<file path="src/rtl/booth_arbiter.sv">
// Round-robin front end that shares one sequential Booth multiplier among NUM_REQ requesters.
// One transaction at a time: grant, issue, wait for the multiplier, hold the tagged response.
module booth_arbiter #(
  parameter int unsigned NUM_REQ      = 4,
  parameter int unsigned OPERAND_BITS = 4,
  parameter int unsigned ID_BITS      = $clog2(NUM_REQ)
) (
  input  logic                         clk,
  input  logic                         rst_n,
  input  logic [NUM_REQ-1:0]           req_valid,
  input  logic [NUM_REQ*OPERAND_BITS-1:0] req_a,
  input  logic [NUM_REQ*OPERAND_BITS-1:0] req_b,
  output logic [NUM_REQ-1:0]           req_ready,
  output logic                         rsp_valid,
  output logic [ID_BITS-1:0]           rsp_id,
  output logic [2*OPERAND_BITS-1:0]    rsp_product,
  input  logic                         rsp_ready,
  output logic                         mul_start,
  output logic [OPERAND_BITS-1:0]      mul_a,
  output logic [OPERAND_BITS-1:0]      mul_b,
  input  logic                         mul_done,
  input  logic [2*OPERAND_BITS-1:0]    mul_product,
  output logic                         busy
);

  localparam int unsigned ProdBits = 2 * OPERAND_BITS;

  typedef enum logic [1:0] {StIdle, StIssue, StWait, StResp} state_e;

  state_e                  state_q, state_d;
  logic [ID_BITS-1:0]      rr_ptr_q, rr_ptr_d;
  logic [ID_BITS-1:0]      rsp_id_q, rsp_id_d;
  logic [OPERAND_BITS-1:0] op_a_q, op_a_d;
  logic [OPERAND_BITS-1:0] op_b_q, op_b_d;
  logic [ProdBits-1:0]     prod_q, prod_d;

  logic                    grant_vld;
  logic [ID_BITS-1:0]      grant_id;
  logic [ID_BITS-1:0]      cand_id;
  logic [OPERAND_BITS-1:0] sel_a, sel_b;

  // Rotating priority search: first valid requester at or above rr_ptr, wrapping.
  always_comb begin
    grant_vld = 1'b0;
    grant_id  = '0;
    cand_id   = '0;
    for (int unsigned i = 0; i < NUM_REQ; i++) begin
      cand_id = ID_BITS'((32'(rr_ptr_q) + i) % NUM_REQ);
      if (!grant_vld && req_valid[cand_id]) begin
        grant_vld = 1'b1;
        grant_id  = cand_id;
      end
    end
  end

  always_comb begin
    sel_a = '0;
    sel_b = '0;
    for (int unsigned j = 0; j < NUM_REQ; j++) begin
      if (grant_id == ID_BITS'(j)) begin
        sel_a = req_a[j*OPERAND_BITS +: OPERAND_BITS];
        sel_b = req_b[j*OPERAND_BITS +: OPERAND_BITS];
      end
    end
  end

  always_ff @(posedge clk) begin
    if (!rst_n) begin
      state_q  <= StIdle;
      rr_ptr_q <= '0;
      rsp_id_q <= '0;
      op_a_q   <= '0;
      op_b_q   <= '0;
      prod_q   <= '0;
    end else begin
      state_q  <= state_d;
      rr_ptr_q <= rr_ptr_d;
      rsp_id_q <= rsp_id_d;
      op_a_q   <= op_a_d;
      op_b_q   <= op_b_d;
      prod_q   <= prod_d;
    end
  end

  always_comb begin
    state_d  = state_q;
    rr_ptr_d = rr_ptr_q;
    rsp_id_d = rsp_id_q;
    op_a_d   = op_a_q;
    op_b_d   = op_b_q;
    prod_d   = prod_q;
    unique case (state_q)
      StIdle: begin
        if (grant_vld) begin
          op_a_d   = sel_a;
          op_b_d   = sel_b;
          rsp_id_d = grant_id;
          state_d  = StIssue;
        end
      end
      StIssue: state_d = StWait;
      StWait: begin
        if (mul_done) begin
          prod_d  = mul_product;
          state_d = StResp;
        end
      end
      StResp: begin
        if (rsp_ready) begin
          rr_ptr_d = ID_BITS'((32'(rsp_id_q) + 32'd1) % NUM_REQ);
          state_d  = StIdle;
        end
      end
      default: state_d = StIdle;
    endcase
  end

  always_comb begin
    req_ready = '0;
    if (state_q == StIdle && grant_vld) begin
      req_ready[grant_id] = 1'b1;
    end
    rsp_valid = (state_q == StResp);
    mul_start = (state_q == StIssue);
    busy      = (state_q != StIdle);
  end

  assign rsp_id      = rsp_id_q;
  assign rsp_product = prod_q;
  assign mul_a       = op_a_q;
  assign mul_b       = op_b_q;

endmodule

</file>
<file path="config.mk">
export PLATFORM = sky130hd
export DESIGN_NAME = booth_arbiter
export DESIGN_NICKNAME = d
export VERILOG_FILES = /design/src/rtl/booth_arbiter.sv
export SDC_FILE = /design/constraint.sdc
export NUM_CORES = 1
export LEC_CHECK = 0
export CAP_MARGIN = 20
export CORE_ASPECT_RATIO = 0.5
export CORE_UTILIZATION = 34
export CTS_CLUSTER_DIAMETER = 150
export DETAILED_ROUTE_END_ITERATION = 16
export GPL_TIMING_DRIVEN = 1
export PLACE_DENSITY_LB_ADDON = 0.05
export SLEW_MARGIN = 20
export SYNTH_ARGS = -nofsm -noshare
export SYNTH_HDL_FRONTEND = slang
export SYNTH_SLANG_ARGS = --single-unit
</file>
<file path="constraint.sdc">
create_clock -name clk -period 2.07 [get_ports clk]
set_clock_uncertainty 0.05 [all_clocks]
set_input_delay 0.621 -clock clk [delete_from_list [all_inputs] [get_ports clk]]
set_output_delay 0.621 -clock clk [all_outputs]
set_load 0.005 [all_outputs]
</file>
==> flow_metrics.env <==
export IMPL_drt_iter0_drc=17
export IMPL_finalCriticalPeriod_ps=2340
export IMPL_final_cells=286
export IMPL_cts_buffers=3
export IMPL_violations="setup timing"
export IMPL_cts_tree="built"
export IMPL_ir_drop_v=0.000522
export IMPL_arrival_ps=1670
export IMPL_ys_ff_latch=22
export IMPL_setup_viol=4
export IMPL_port_buffers=72
export IMPL_crit_type="input pin to primary output"
export IMPL_clock_power_share=0.197
export IMPL_nets=289
export IMPL_first_global_vias=1225
export IMPL_critPathMaxStageDelay_ps=360
export IMPL_antenna_found_initial=0
export IMPL_maxSlewHeadroom=0.656
export IMPL_synth_area_um2=1300
export IMPL_vias_per_cell=4.88
export IMPL_ctsLongestPathBuffers=2
export IMPL_required_ps=1400
export IMPL_synth_top_cell_area_share=0.340
export IMPL_place_inst=278
export IMPL_drt_wl_total_um=3650
export IMPL_fp_dieW_um=89.3
export IMPL_yosys_area_top_type="dfxtp_1"
export IMPL_power_frac_comb=0.523
export IMPL_max_freq_mhz=428
export IMPL_end_kind="primary output"
export IMPL_clk_pin_slew_worst_paths_ps=80
export IMPL_final_layout_size_suffix_gt1_frac=0.277
export IMPL_tightestPinTransition_ps=516
export IMPL_wl_per_cell_um=12.8
export IMPL_clkSinkCount=22
export IMPL_via_count=1396
export IMPL_clkLatencyLatePin_ps=270
export IMPL_first_pass_iters=4
export IMPL_p_int_w=0.00142
export IMPL_holdWs_ps=405
export IMPL_die_area_um2=4080
export IMPL_placed_area_um2=2220
export IMPL_critical_path_cell_chain="buf_8, buf_6, o41ai_2, buf_4, or2_4, nor2_1, buf_2"
export IMPL_startpoint_type="input pin"
export IMPL_p_seq_frac=0.280
export IMPL_diodes=0
export IMPL_finalSetupTns_ps=-1000
export IMPL_placementRows=15
export IMPL_min_path_type="register to register"
export IMPL_synth_area_leaders="dfxtp_1 (34%), mux2i_1 (14%), o221ai_2 (10%), nand3_1 (6.2%), ha_1 (4.8%)"
export IMPL_grt_total_usage=0.180
export IMPL_slew_viol_final=0
export IMPL_synth_cell_types=31
export IMPL_path_max_fanout=6
export IMPL_syn_inst=139
export IMPL_yosysMostFrequentCell="dfxtp_1"
export IMPL_io_pins=73
export IMPL_seq_area_frac_synth=0.340
export IMPL_max_cap_viol_count=0
export IMPL_htree_levels=1
export IMPL_synth_edf_count=0
export IMPL_switching_power_w=0.000650
export IMPL_slowest_stage="o41ai_2"
export IMPL_synthArstFlopShare=0
export IMPL_cts_hold_buf=0
export IMPL_cts_root_buf="clkbuf_8"
export IMPL_fin_area_um2=2390
export IMPL_final_setup_worst_slack_ps=-266
export IMPL_period_share=1.13
export IMPL_start_util=0.365
export IMPL_grt_start_max_net_pins=14
export IMPL_ant_nets=0
export IMPL_avgSynthCellArea_um2=9.33
export IMPL_power_w=0.00207
export IMPL_area_delta_synth_final_pct=84.1
export IMPL_synth_common_cells="dfxtp_1 (22), mux2i_1 (18), nand3_1 (16)"
export IMPL_syn_num_nets=192
export IMPL_dp_hpwl_um=2770
export IMPL_hold_viol=0
export IMPL_switching_share=0.315
export IMPL_die_h_um=45.7
export IMPL_cellPowerDensity_nw_per_um2=865
export IMPL_gp_congestion=0.774
export IMPL_coreArea_um2=3550
export IMPL_status="finished with violations"
export IMPL_p_leak_nw=1.03
export IMPL_drcViolationCount=0
export IMPL_yosys_warnings=0
export IMPL_synthFlopType="dfxtp_1"
export IMPL_grt_pass1_wl_um=5530
export IMPL_overflow=0
export IMPL_rsz0062_at_grt="true"
## metrics by stage
| stage | utilization | setup WS (ps) |
|---|---|---|
| 2_1_floorplan | - | -127 |
| 3_3_place_gp | 0.626 | -1020 |
| 3_5_place_dp | 0.626 | -1050 |
| 4_1_cts | 0.662 | -207 |
| 5_1_grt | 0.673 | -295 |
| 6_report | 0.673 | -266 |
## placed cells by master (no fill, tap or decap), types with 3 or more instances in the layout
cell type and count:
inv_1 7, clkbuf_8 3, buf_4 24, a21oi_1 10, buf_6 3, buf_2 6
nor2_1 8, nand3_1 16, o221ai_2 8, clkdlybuf4s50_1 61, ha_1 3, dfxtp_1 19
nand2_1 14, mux2i_1 17
## worst paths after layout
| kind | startpoint | end | slack [ps] | cells after the start |
|---|---|---|---|---|
| setup / recovery | req_valid[2] | req_ready[1] | -270 | 7 |
| hold reg to reg | rsp_product[6]$_SDFFE_PN0P_ | rsp_product[6]$_SDFFE_PN0P_ | 410 | 2 |
| hold / removal | rsp_product[6]$_SDFFE_PN0P_ | rsp_product[6]$_SDFFE_PN0P_ | 410 | 2 |
| setup reg to reg | rr_ptr_q[0]$_SDFFE_PN0P_ | mul_a[3]$_SDFFE_PN0P_ | 270 | 6 |
## cells by family after synthesis
logic type / count (synthesis) / share of synthesized area
simple gates: 50 / 0.191
compound gates: 28 / 0.207
flops: 22 / 0.340
mux: 18 / 0.139
buf+inv: 15 / 0.0685
fa+ha+maj: 5 / 0.0483
xor+xnor: 1 / 0.00676
## registers in the layout, summed over array words and instances (netlist names)
signal and flops:
rsp_id 2, rsp_product 8, mul_a 4, mul_b 4, state_q 2, rr_ptr_q 2
## power groups by stage
stage               combinational [W]  clock (W)  sequential, W
floorplan                    0.000456          0       0.000591
global placement              0.00101          0       0.000577
detailed placement            0.00102          0       0.000582
CTS                           0.00108   0.000424       0.000575
global route                  0.00117   0.000435       0.000590
finish                        0.00108   0.000407       0.000578
## routing by layer
layer,share of wire,track usage,vias up
met3,0.091,0.0616,2
met2,0.44,0.316,45
met4,0.0036,0.0349,0
li1,-,-,697
met5,0,0,-
met1,0.46,0.219,652
## layout make-up
class                   instances  area (um2)
well taps                      51        63.8
fillers                       279        1160
clock buffers                   3        41.3
inverters                       7        26.3
clock inverters                 1        30.0
repair buffers                100         938
flip-flops and latches         22         447
multi-input cells             102         840
## critical path, delay by kind of cell
kind                   cells  cell delay [ps]
and+or+nand+nor            2              160
AOI/OAI and AO/OA          1              360
buffers and inverters      4              540
## repair_timing
item                       in CTS  in global routing
pin swaps                       7                  3
buffers inserted                4                  0
resized for setup              51                  8
hold endpoints to repair        0                  0
gates cloned                    0                  0
setup endpoints to repair      15                  6
Note: power is estimated with default switching activity, not from simulation.
==> edit, RTL diff (same settings) <==
Change the parameter `OPERAND_BITS` from 4 to 3.
--- a/src/rtl/booth_arbiter.sv
+++ b/src/rtl/booth_arbiter.sv
@@ -2,7 +2,7 @@
 // One transaction at a time: grant, issue, wait for the multiplier, hold the tagged response.
 module booth_arbiter #(
   parameter int unsigned NUM_REQ      = 4,
-  parameter int unsigned OPERAND_BITS = 4,
+  parameter int unsigned OPERAND_BITS = 3,
   parameter int unsigned ID_BITS      = $clog2(NUM_REQ)
 ) (
   input  logic                         clk,
Ports: changed (6 resized); port bits go from 73 to 59. The function was not compared with the original's and may differ.
==> edit against the unedited design <==
- design area down 11%
- sequential power down 17%
- hold slack better by 3.2 ps
- area after synthesis down 15%
- sequential cell count down 4
- power down 16%
- largest cell class unchanged
- cell count down 7.3%
- wire length down 10%
- setup slack worse by 220 ps
- global-route usage up 0.50 points
- the run still ends with negative setup slack left
- core utilization up 2.6 points
- non-clock buffer count down 10
- fmax down 8.7%
==> edit: results (changes against the unedited design) <==
numCtsBuffers: 3  # unchanged
synthesis.nets: 182  # was 192
place.gp.congestion: 0.807  # was 0.774
dr.pass1.iters: 4  # unchanged
synthDistinctLibCells: 30  # was 31
crit_arrival_ps: 1890  # was 1670 ps
slew_headroom_pct: 75.7  # was 65.6%
via_per_inst: 4.82  # was 4.88
grt_use_total_pct: 18.5  # was 18.0%
p_leak_nw: 0.959  # was 1.03 nW
wl_per_cell_um: 12.4  # was 12.8 µm
finalNetCount: 269  # was 289
grt_pass1_vias: 1196  # was 1225
grt_pass1_wl_um: 4890  # was 5530 µm
critPathLaunch: "req_valid[0]"  # was req_valid[2]
antennaDiodeCount: 0  # unchanged
dp_worst_setup_slack_ps: -1310  # was -1050 ps
clkTransAtPathRegs_ps: 70
setup_viol: 11  # was 4
max_freq_ghz: 0.391  # was 0.428 GHz
cts_root_buffer: "clkbuf_8"  # unchanged
hpwl_um: 2390  # was 2770 µm
fin_ws_ps: -489  # was -266 ps
synth_common_cells: "19 x nand2_1, 18 x dfxtp_1, 12 x inv_1, 12 x nand3_1, 8 x and3_1"  # was 22 x dfxtp_1, 18 x mux2i_1, 16 x nand3_1
portBuffers: 58  # was 72
grtUsageMet3_pct: 6.09  # was 6.16%
drt_iter0_markers: 29  # was 17
clk_latency_ps: 260
violations: "negative setup slack"  # unchanged
ys_top_cells_by_area: "dfxtp_1 33%, nand2_1 6.5%, ha_1 5.7%, nand3_1 5.4%, o211a_1 5.4%"  # was dfxtp_1 34%, mux2i_1 14%, o221ai_2 10%, nand3_1 6.2%, ha_1 4.8%
rr_startpoint: "rr_ptr_q[0]"  # unchanged
ir_worst_vdd_mv: 0.454  # was 0.522 mV
grt_max_degree: 13  # was 14
status: "complete, but fails checks"  # unchanged
seq_area_frac_synth_pct: 32.6  # was 34.0%
ys.flop_type: "dfxtp_1"  # unchanged
hold_path_class: "reg -> reg"  # unchanged
largest_reg_flops: 6  # was 8
dpl_cell_area_um2: 1910  # was 2220 µm²
grt_use_met2_pct: 34.0  # was 31.6%
antenna_found_initial: 0  # unchanged
clock_path_buffers: 2  # unchanged
ys_async_sr_fraction_pct: 0  # unchanged
htree_levels: 1  # unchanged
yosysWarnings: 0  # unchanged
cp_max_fo: 4  # was 6
grt.met1_usage_pct: 20.8  # was 21.9%
final_layout_size_suffix_gt1_share_pct: 31.6  # was 27.7%
hp-start: "mul_a[1]"  # was rsp_product[6]
[edit: cell types whose count changed in the layout (fill, tap and decap cells not counted), moves of 5 or more]
cell and delta:
a211oi_2 +5, a21boi_0 +6, a21oi_1 -8, and3_1 +6, buf_4 +6, clkdlybuf4s50_1 -13, mux2i_1 -16, o211a_1 +6
o221ai_2 -8
[edit: final timing paths]
kind              cells past startpoint  slack (ps)           end
setup / recovery                      7        -490  req_ready[3]
hold / removal                        2         410      mul_a[1]
setup reg to reg                      8         -30      mul_b[2]
hold reg to reg                       2         410      mul_a[1]
[edit: logic make-up (layout without fill, tap and decap cells)]
family	count (synthesis)	count (layout)	share of synthesized area [%]
buf+inv	20	106	7.47
xor+xnor	1	1	0.793
simple gates	60	60	28.2
mux	1	1	0.906
flops	18	18	32.6
compound gates	34	34	24.3
fa+ha+maj	5	5	5.66
[edit: worst max-delay path, stage by stage]
cell	delay, ps
buf_8	100
nor2b_4	120
or4b_4	550
and2_4	170
buf_6	110
nor3_2	80
buf_2	130
[edit: area by class of cell]
cell class / instances / area (µm²)
Fill cell: 262 / 918
Timing Repair Buffer: 90 / 831
Multi-Input combinational cell: 101 / 786
Sequential cell: 18 / 363
Clock buffer: 4 / 55.1
Tap cell: 40 / 50.0
Inverter: 12 / 45.0
[edit: metrics by stage]
stage | instances | TNS (ps)
after floorplan | 139 | -1120
after global placement | 253 | -9410
after detailed placement | 253 | -10040
after CTS | 262 | -1900
after global routing | 265 | -2840
final | 265 | -2380
[edit: timing repair]
item / in CTS / in global routing
hold buffers: 0 / 0
gates resized for setup: 58 / 13
buffers inserted: 6 / 3
setup endpoints to repair: 13 / 11
pin swaps: 10 / 8
hold endpoints to repair: 0 / 0
[edit: metal layers]
metal,share of wire [%],routed length (µm)
met1,45,1490
met2,47,1540
met3,7.5,246
met4,0.34,11
met5,0,0
[edit: power by group]
| group | switching (W) | internal (W) | total, W | leakage (nW) |
|---|---|---|---|---|
| Sequential | 0.0000457 | 0.000432 | 0.000477 | 0.148 |
| Clock | 0.000126 | 0.000169 | 0.000296 | 0.0288 |
| Combinational | 0.000398 | 0.000566 | 0.000964 | 0.783 |
| Total | 0.000570 | 0.00117 | 0.00174 | 0.959 |
